### src/rtl/lcd_timing_gen.sv
`timescale 1ns/1ps
`default_nettype none
// ============================================================================
// Module      : lcd_timing_gen
// Description : RGB565 parallel-LCD timing and test-pattern generator with an
//               internal clock-enable pixel divider. Optional horizontal
//               pattern scroll is enabled by defining LCD_PATTERN_SCROLL_EN.
// Revision    : 1.0 - initial release
// ============================================================================
module lcd_timing_gen #(
    parameter int H_ACTIVE = 480,
    parameter int H_FP     = 8,
    parameter int H_SYNC   = 4,
    parameter int H_BP     = 33,
    parameter int V_ACTIVE = 272,
    parameter int V_FP     = 4,
    parameter int V_SYNC   = 4,
    parameter int V_BP     = 8,
    parameter int PIX_DIV  = 10,
    parameter int SYNC_POL = 0
) (
    input  logic        CLK,
    input  logic        nRST,
    input  logic        en,
    input  logic [1:0]  mode,
    input  logic [15:0] solid_rgb,
    output logic        LCD_CLK,
    output logic        LCD_HSYNC,
    output logic        LCD_VSYNC,
    output logic        LCD_DE,
    output logic [4:0]  LCD_R,
    output logic [5:0]  LCD_G,
    output logic [4:0]  LCD_B,
    output logic        frame_start,
    output logic [7:0]  frame_cnt
);

    localparam int c_H_TOTAL = H_ACTIVE + H_FP + H_SYNC + H_BP;
    localparam int c_V_TOTAL = V_ACTIVE + V_FP + V_SYNC + V_BP;
    localparam int c_DW      = $clog2(PIX_DIV);

    localparam logic [c_DW-1:0] c_DIV_LAST = c_DW'(PIX_DIV - 1);
    localparam logic [c_DW-1:0] c_DIV_HALF = c_DW'(PIX_DIV / 2);
    localparam logic [10:0] c_H_LAST  = 11'(c_H_TOTAL - 1);
    localparam logic [10:0] c_V_LAST  = 11'(c_V_TOTAL - 1);
    localparam logic [10:0] c_H_ACT   = 11'(H_ACTIVE);
    localparam logic [10:0] c_V_ACT   = 11'(V_ACTIVE);
    localparam logic [10:0] c_HS_BEG  = 11'(H_ACTIVE + H_FP);
    localparam logic [10:0] c_HS_END  = 11'(H_ACTIVE + H_FP + H_SYNC - 1);
    localparam logic [10:0] c_VS_BEG  = 11'(V_ACTIVE + V_FP);
    localparam logic [10:0] c_VS_END  = 11'(V_ACTIVE + V_FP + V_SYNC - 1);
    localparam logic [10:0] c_BAR_W   = 11'(H_ACTIVE / 8);
    localparam logic        c_SYNC_ON = (SYNC_POL != 0);

    logic [c_DW-1:0] r_div;
    logic [10:0]     r_h;
    logic [10:0]     r_v;
    logic            r_run;
    logic [1:0]      r_mode;
    logic [15:0]     r_solid;

    logic [c_DW-1:0] w_div_nxt;
    logic [10:0]     w_h_nxt;
    logic [10:0]     w_v_nxt;
    logic            w_pix_ce;
    logic            w_start;
    logic            w_adv;
    logic            w_period;
    logic            w_frame_first;
    logic [7:0]      w_fc_nxt;
    logic [1:0]      w_mode_eff;
    logic [15:0]     w_solid_eff;
    logic [10:0]     w_x;
    logic [2:0]      w_bar;
    logic [15:0]     w_rgb;
    logic            w_de;
    logic            w_hs_act;
    logic            w_vs_act;

    // A new pixel period begins either on the first enabled cycle or after pix_ce.
    assign w_pix_ce = (r_div == c_DIV_LAST);
    assign w_start  = en && !r_run;
    assign w_adv    = en && r_run && w_pix_ce;
    assign w_period = w_start || w_adv;

    always_comb begin
        w_div_nxt = '0;
        w_h_nxt   = r_h;
        w_v_nxt   = r_v;
        if (!en || w_start) begin
            w_h_nxt = '0;
            w_v_nxt = '0;
        end else if (w_pix_ce) begin
            if (r_h == c_H_LAST) begin
                w_h_nxt = '0;
                w_v_nxt = (r_v == c_V_LAST) ? 11'd0 : r_v + 11'd1;
            end else begin
                w_h_nxt = r_h + 11'd1;
            end
        end else begin
            w_div_nxt = r_div + 1'b1;
        end
    end

    assign w_frame_first = w_period && (w_h_nxt == 11'd0) && (w_v_nxt == 11'd0);
    // The first frame after enable is not a completed frame.
    assign w_fc_nxt      = (w_adv && w_frame_first) ? frame_cnt + 8'd1 : frame_cnt;
    assign w_mode_eff    = w_frame_first ? mode : r_mode;
    assign w_solid_eff   = w_frame_first ? solid_rgb : r_solid;

    assign w_de     = (w_h_nxt < c_H_ACT) && (w_v_nxt < c_V_ACT);
    assign w_hs_act = (w_h_nxt >= c_HS_BEG) && (w_h_nxt <= c_HS_END);
    assign w_vs_act = (w_v_nxt >= c_VS_BEG) && (w_v_nxt <= c_VS_END);

`ifdef LCD_PATTERN_SCROLL_EN
    logic [10:0] w_xs;
    // h + frame_cnt stays below 2*H_ACTIVE inside the active area, so one subtract wraps it.
    assign w_xs = w_h_nxt + {3'b000, w_fc_nxt};
    assign w_x  = (w_xs >= c_H_ACT) ? w_xs - c_H_ACT : w_xs;
`else
    assign w_x  = w_h_nxt;
`endif

    always_comb begin
        w_bar = '0;
        for (int i = 1; i < 8; i++) begin
            if (w_x >= 11'(i) * c_BAR_W) begin
                w_bar = w_bar + 3'd1;
            end
        end
    end

    always_comb begin
        w_rgb = '0;
        case (w_mode_eff)
            2'd0: begin
                case (w_bar)
                    3'd0:    w_rgb = 16'hFFFF;
                    3'd1:    w_rgb = 16'hFFE0;
                    3'd2:    w_rgb = 16'h07FF;
                    3'd3:    w_rgb = 16'h07E0;
                    3'd4:    w_rgb = 16'hF81F;
                    3'd5:    w_rgb = 16'hF800;
                    3'd6:    w_rgb = 16'h001F;
                    default: w_rgb = 16'h0000;
                endcase
            end
            2'd1:    w_rgb = (w_x[4] ^ w_v_nxt[4]) ? 16'h0000 : 16'hFFFF;
            2'd2:    w_rgb = {w_x[7:3], w_v_nxt[7:2], 5'((w_x[7:0] + w_v_nxt[7:0]) >> 3)};
            default: w_rgb = w_solid_eff;
        endcase
    end

    always_ff @(posedge CLK or negedge nRST) begin
        if (!nRST) begin
            r_div       <= '0;
            r_h         <= '0;
            r_v         <= '0;
            r_run       <= 1'b0;
            r_mode      <= '0;
            r_solid     <= '0;
            frame_start <= 1'b0;
            frame_cnt   <= '0;
            LCD_CLK     <= 1'b0;
            LCD_HSYNC   <= ~c_SYNC_ON;
            LCD_VSYNC   <= ~c_SYNC_ON;
            LCD_DE      <= 1'b0;
            LCD_R       <= '0;
            LCD_G       <= '0;
            LCD_B       <= '0;
        end else begin
            r_run       <= en;
            r_div       <= w_div_nxt;
            r_h         <= w_h_nxt;
            r_v         <= w_v_nxt;
            frame_cnt   <= w_fc_nxt;
            frame_start <= w_frame_first;
            LCD_CLK     <= en && (w_div_nxt >= c_DIV_HALF);
            if (w_frame_first) begin
                r_mode  <= mode;
                r_solid <= solid_rgb;
            end
            if (!en) begin
                LCD_HSYNC <= ~c_SYNC_ON;
                LCD_VSYNC <= ~c_SYNC_ON;
                LCD_DE    <= 1'b0;
                LCD_R     <= '0;
                LCD_G     <= '0;
                LCD_B     <= '0;
            end else if (w_period) begin
                LCD_HSYNC <= w_hs_act ? c_SYNC_ON : ~c_SYNC_ON;
                LCD_VSYNC <= w_vs_act ? c_SYNC_ON : ~c_SYNC_ON;
                LCD_DE    <= w_de;
                {LCD_R, LCD_G, LCD_B} <= w_de ? w_rgb : 16'h0000;
            end
        end
    end

endmodule
`default_nettype wire

### config.mk
export PLATFORM = sky130hd
export DESIGN_NAME = lcd_timing_gen
export DESIGN_NICKNAME = d
export VERILOG_FILES = /design/src/rtl/lcd_timing_gen.sv
export SDC_FILE = /design/constraint.sdc
export NUM_CORES = 1
export LEC_CHECK = 0
export BUFFER_PORTS_ARGS = -buffer_cell sky130_fd_sc_hd__buf_4
export CAP_MARGIN = 5
export CORE_AREA = 2 2 113 115
export DETAILED_ROUTE_END_ITERATION = 16
export DIE_AREA = 0 0 115 117
export GPL_TIMING_DRIVEN = 0
export PLACE_DENSITY = 0.65
export REMOVE_ABC_BUFFERS = 1
export SLEW_MARGIN = 20
export SYNTH_ARGS = -nofsm -noshare
export SYNTH_HDL_FRONTEND = slang
export SYNTH_SLANG_ARGS = --single-unit
### constraint.sdc
create_clock -name CLK -period 8.51 [get_ports CLK]
set_input_delay 1.2765 -clock CLK [delete_from_list [all_inputs] [get_ports CLK]]
set_output_delay 1.2765 -clock CLK [all_outputs]
set_load 0.05 [all_outputs]
# After elaboration in Yosys (flattened, before gate mapping)

Index checks and enable logic that the tools add are counted.

Register bits after elaboration: 74
Latch bits: 0
RAM bits: 0
Memory bits (read-only): 0
Input port bits: 21
Logic and storage cells: 107
Memories: 0

Add/subtract/negate cells: 11
Multipliers: 0
Div/mod/pow operators: 0
$lt $le $gt $ge: 14
Equal/unequal tests: 12
Shifts and indexed selects: 0
Mux-type cells: 36
Bitwise logic cells: 1
Reduce and logical (&&, ||, !) cells: 18

Operators with widths:

| cell                    | count |
|---|---|
| $pmux W16 S7            | 1 |
| $mux W11                | 7 |
| $ge A11 B9 Y1 const B   | 5 |
| $mux W16                | 3 |
| $pmux W16 S3            | 1 |
| $add A11 B1 Y11 const B | 2 |
| $ge A11 B8 Y1 const B   | 2 |
| $le A11 B9 Y1 const B   | 2 |
| $logic_not A11 Y1       | 2 |
| $lt A11 B9 Y1 const B   | 2 |
| $mux W5                 | 4 |
| $add A3 B1 Y3 const B   | 6 |
| $mux W3                 | 6 |
| $mux W6                 | 2 |
| $eq A11 B10 Y1 const B  | 1 |
| $eq A11 B9 Y1 const B   | 1 |
| $ge A11 B6 Y1 const B   | 1 |
| $ge A11 B7 Y1 const B   | 1 |
| $logic_and A1 B1 Y1     | 10 |
| $eq A3 B3 Y1 const B    | 3 |
| $mux W1                 | 9 |
| $add A8 B1 Y8 const B   | 1 |
| $add A8 B8 Y8           | 1 |
| $mux W4                 | 2 |
| other kinds (14)        | 17 |

# Depth between registers and ports, before layout

Depth after elaboration: 24
Depth in mapped cells: 30

# Worst setup path before layout

No wires, ideal clock.

Kind: input port to flip-flop
Start: in en
End: reg LCD_G[5]
Data arrival time: 5699 ps
Setup slack: 2740 ps
Cell stages on the path: 25
Path buffers: 2
Path through: and2_1 clkbuf_1 nand2_1 clkbuf_1 a21oi_1 a311oi_1 ha_1 xor2_1 ha_1 a211oi_1 a31oi_1 ha_1 mux2i_1 inv_1 ha_1 or2_2 a21boi_0 ha_1 nand2_1 a211oi_1 xnor2_1 xnor2_1 xnor2_1 nand3b_1 nand3_1

Cells in the longest elaborated chain, start to end: 23

RTL lines:

| what                                                           | RTL line | RTL |
|---|---|---|
| start, declared                                                | 24       | `input logic en,` |
| $logic_not A1 Y1 / $logic_and A1 B1 Y1 (equally long branches) | --       |  |
| $logic_or A1 B1 Y1                                             | 90       | `if (!en \|\| w_start) begin` |
| $mux W11                                                       | 90       |  |
| $ge A11 B6 Y1                                                  | 127      | `if (w_x >= 11'(i) * c_BAR_W) begin` |
| $mux W1                                                        | 127      |  |
| $add A3 B1 Y3                                                  | 128      | `w_bar = w_bar + 3'd1;` |
| $mux W3                                                        | 127      |  |
| $add A3 B1 Y3                                                  | 128      |  |
| [7 not listed]                                                 | --       |  |
| $add A3 B1 Y3                                                  | 128      |  |
| $mux W3                                                        | 127      |  |
| $eq A3 B3 Y1, or another cell as far along                     | 137      | `case (w_bar)` |
| $pmux W16 S7                                                   | 137      |  |
| $pmux W16 S3                                                   | 135      | `case (w_mode_eff)` |
| $mux W16                                                       | 194      | `{LCD_R, LCD_G, LCD_B} <= w_de ? w_rgb : 16'h0000;` |
| $mux W6                                                        | 190      | `end else if (w_period) begin` |
| $mux W6                                                        | 183      | `if (!en) begin` |
| end signal, assigned                                           | 194      |  |
| end, declared                                                  | 32       | `output logic [5:0] LCD_G,` |

Several ways; a longest one is shown, not always the timed one. The select of a mux whose other input is x is not followed.
A chain may end at the register's enable or synchronous reset.

# Final worst setup path

Start: reg r_div[0]
End: reg LCD_G[0]

Cells in the longest elaborated chain, start to end: 23

RTL lines:

| what                                       | RTL line | RTL |
|---|---|---|
| start, declared                            | 55       | `logic [c_DW-1:0] r_div;` |
| start signal, assigned                     | 173      | `r_div <= w_div_nxt;` |
| $eq A4 B4 Y1 (*)                           | 81       | `assign w_pix_ce = (r_div == c_DIV_LAST);` |
| $mux W11 (*)                               | 93       | `end else if (w_pix_ce) begin` |
| $mux W11 (*)                               | 90       |  |
| named net w_h_nxt[7]                       | 63       | `logic [10:0] w_h_nxt;` |
| $ge A11 B6 Y1                              | 127      |  |
| $mux W1                                    | 127      |  |
| $add A3 B1 Y3                              | 128      |  |
| $mux W3                                    | 127      |  |
| [8 not listed]                             | --       |  |
| $add A3 B1 Y3                              | 128      |  |
| $mux W3                                    | 127      |  |
| $eq A3 B3 Y1, or another cell as far along | 137      |  |
| $pmux W16 S7                               | 137      |  |
| $pmux W16 S3                               | 135      |  |
| $mux W16 (*)                               | 194      |  |
| $mux W6 (*)                                | 190      |  |
| $mux W6 (*)                                | 183      |  |

Mark *: on every way through the listed nets, which the timed path passes. The rest lies on a longest branch. The select of a mux whose other input is x is not followed.

==> impl_metrics.ini <==
[outcome]
status = finished clean

[synth]
post_synth_inst_count = 562
ys_types = 71
synthSimpleGateAreaFrac = 0.231
synth_xor_area_frac = 0.0769
synth_compound_area_frac = 0.169
yosysWarnings = 0
avgSynthCellArea_um2 = 9.03
synth_top_family_by_area = simple AND/OR/NAND/NOR gates
synth.area.mux_share = 0.0703
synth_enable_flop_cells = 0
synth_top_cell_by_area = dfrtp_1
synth_top_area_share = 0.355
seq_area_frac_synth = 0.365
synth_async_sr_flop_share = 1.00
synth-seq-cells = 74
syn_area_mm2 = 0.00507
synthTopCellsByArea = dfrtp_1 36%, ha_1 4.4%, xnor2_1 4.3%, nor2_1 4.2%, mux2i_1 4.1%
synth_adder_area_share = 0.0444
synth_ff_type = dfrtp_1

[final_layout]
final_nets = 639
final_util = 0.476
synthToLayoutAreaGrowth_pct = 15.5
most-common-layout-cells = 72 x dfrtp_1, 56 x nor2_1, 50 x nand2_1, 50 x buf_4
nFillCells = 1177
postLayoutCellArea_mm2 = 0.00586
final_common_cell = dfrtp_1
drive_above_1_share = 0.177
final_cell_count_no_fill = 755
n_antenna_cell = 0

[setup_path]
crit_type = reg2reg
cp_data_required_time_ns = 8.78
worst_setup_path_start_kind = flop
critical_path_arrival_ns = 7.03
crit_fanout = 8
cpPeakStageDelay_ns = 0.69
critPathCaptureType = flop
slowest_stage = mux2i_1
reg2reg_depth = 25
crit_top_cell = ha_1

[place]
portBuffers = 49
gp_congestion = 0.934
hpwl_mm = 9.70
pre_cts_ws_ns = 1.34
dp_cells = 739
dpl_cell_area_mm2 = 0.00554

[clock_tree]
htreeDepth = 3
cts.sinks = 74
clock_latency_ns = 0.34
post_cts.repair.setup_buffers = 0
clock_path_buffers = 2
cts_tree = yes
cts_buffers = 9
cts_root_buffer = clkbuf_16
cts_hold_buf = 0
path_clk_slew_ns = 0.06
cts-resized-gates = 0

[drt]
drtAntennaViolNets = 0
wire_per_inst_um = 17.3
drtPass1Iterations = 4
drc = 0
wl_mm = 13.1
drt_iter0_markers = 178
vias_per_cell = 5.84
num_vias = 4412

[power]
p_comb_frac = 0.147
p_sw_mw = 0.264
power-per-cell-area_mw_per_mm2 = 161
p_leak_nw = 2.65
intPower_mw = 0.682
p_sw_frac = 0.279
ir_drop_mv = 0.122
clkPwrFrac = 0.442
power.total_mw = 0.946
p_seq_frac = 0.411

[grt]
grt_pass1_vias = 4254
grt_usage = 0.205
grt_start_max_net_pins = 75
grt_pass1_wl_mm = 21.7
overflow = 0
antenna_found_initial = 0

[flow_run]
cap_violations = 0

[timing]
setup_slack_ns = 1.75
finalSetupViolations = 0
fin_crit_ns = 6.76
worstMarginPinSlew_ns = 0.944
rsz0062_at_grt = no
period_share = 0.795
max_freq_mhz = 148
finalMaxSlewViolations = 0
hold_viol = 0
setup_tns_ns = 0
timing.hold.ws_ns = 0.463
max_slew_margin = 0.371
final.setup_skew_ns = 0.00551

[die]
start_util = 0.412
die_w_um = 115
core_mm2 = 0.0123
die_h_um = 117
die_area_mm2 = 0.0135
fp-row-count = 41
boundaryPins = 50

[worst_hold_path]
hp-class = reg2reg
whs_path_depth = 1
==> kinds of logic (layout without fill, tap and decap cells) <==
kind of cell               after synthesis  count (layout)
DFF                                     74              74
buffers and inverters                   49              92
adders and majority gates               18              18
and+or+nand+nor                        226             226
AOI/OAI and AO/OA                      118             118
xor gates and xnor gates                43              43
muxes                                   34              34
==> registers in the layout, indices dropped and copies added, names as in the netlist, 2 cells and up <==
name	count
LCD_B	5
LCD_G	6
LCD_R	5
frame_cnt	8
r_div	4
r_h	11
r_mode	2
r_solid	16
r_v	11
==> cell type report <==
type | instances | area [um^2] | area share
Clock buffer | 9 | 225 | 0.0384
Clock inverter | 7 | 101 | 0.0173
Inverter | 24 | 90.1 | 0.0154
Multi-Input combinational cell | 439 | 3010 | 0.513
Sequential cell | 74 | 1850 | 0.316
Tap cell | 150 | 188 | 0.0320
Timing Repair Buffer | 52 | 398 | 0.0679
==> worst max-delay path, delay by kind of cell (launching register included) <==
kind	cells	cell delay, ns
fa+ha+maj	6	1.72
simple gates	6	1.38
compound gates	5	1.23
mux	2	0.92
xor+xnor	4	0.76
flops	1	0.42
buf+inv	2	0.26
==> path summary, 6_finish.rpt <==
path                            slack [ns]                     start                        to
worst min register to register        0.46  frame_cnt[7]$_DFFE_PN0P_  frame_cnt[7]$_DFFE_PN0P_
min in group asynchronous             1.08                      nRST     r_solid[11]$_DFF_PN0_
max in group asynchronous             6.82                      nRST          r_h[5]$_DFF_PN0_
worst min-delay path                  0.46  frame_cnt[7]$_DFFE_PN0P_  frame_cnt[7]$_DFFE_PN0P_
worst max-delay path                  1.75        r_div[0]$_DFF_PN0_      LCD_G[0]$_DFFE_PN0P_
worst max register to register        1.75        r_div[0]$_DFF_PN0_      LCD_G[0]$_DFFE_PN0P_
==> Yosys cell counts (3+ instances only) <==
cell type,number
nand4_1,11
a211oi_1,15
or3_1,4
xnor2_1,25
ha_1,18
mux2i_1,21
a22o_1,9
nand2b_1,3
nor2_1,57
a21o_1,4
o21ai_0,14
a21oi_1,25
o31ai_1,3
nand2_1,50
and3_1,9
o211ai_1,5
and2_1,7
a31oi_1,7
buf_2,7
clkbuf_1,13
nor3_1,25
and4_1,5
nand3b_1,3
o21ai_1,6
xor2_1,17
nor2b_1,4
nand3_1,22
or2_2,6
nor4_1,6
dfrtp_1,72
mux2_2,13
inv_1,23
nand4b_1,5
==> power groups by stage <==
| stage | sequential, mW | combinational (mW) | clock, mW |
|---|---|---|---|
| 2_1_floorplan | 0.426 | 0.0554 | 0 |
| 3_3_place_gp | 0.393 | 0.136 | 0 |
| 3_5_place_dp | 0.394 | 0.141 | 0 |
| 4_1_cts | 0.388 | 0.141 | 0.426 |
| 5_1_grt | 0.391 | 0.152 | 0.441 |
| 6_report | 0.388 | 0.139 | 0.418 |
==> routing by layer <==
layer | track usage | up-vias | share of wire
li1 | - | 2129 | -
met1 | 0.282 | 2152 | 0.46
met2 | 0.330 | 114 | 0.47
met3 | 0.0376 | 17 | 0.050
met4 | 0.0610 | 0 | 0.017
met5 | 0 | - | 0
(Power assumes the default switching activity.)
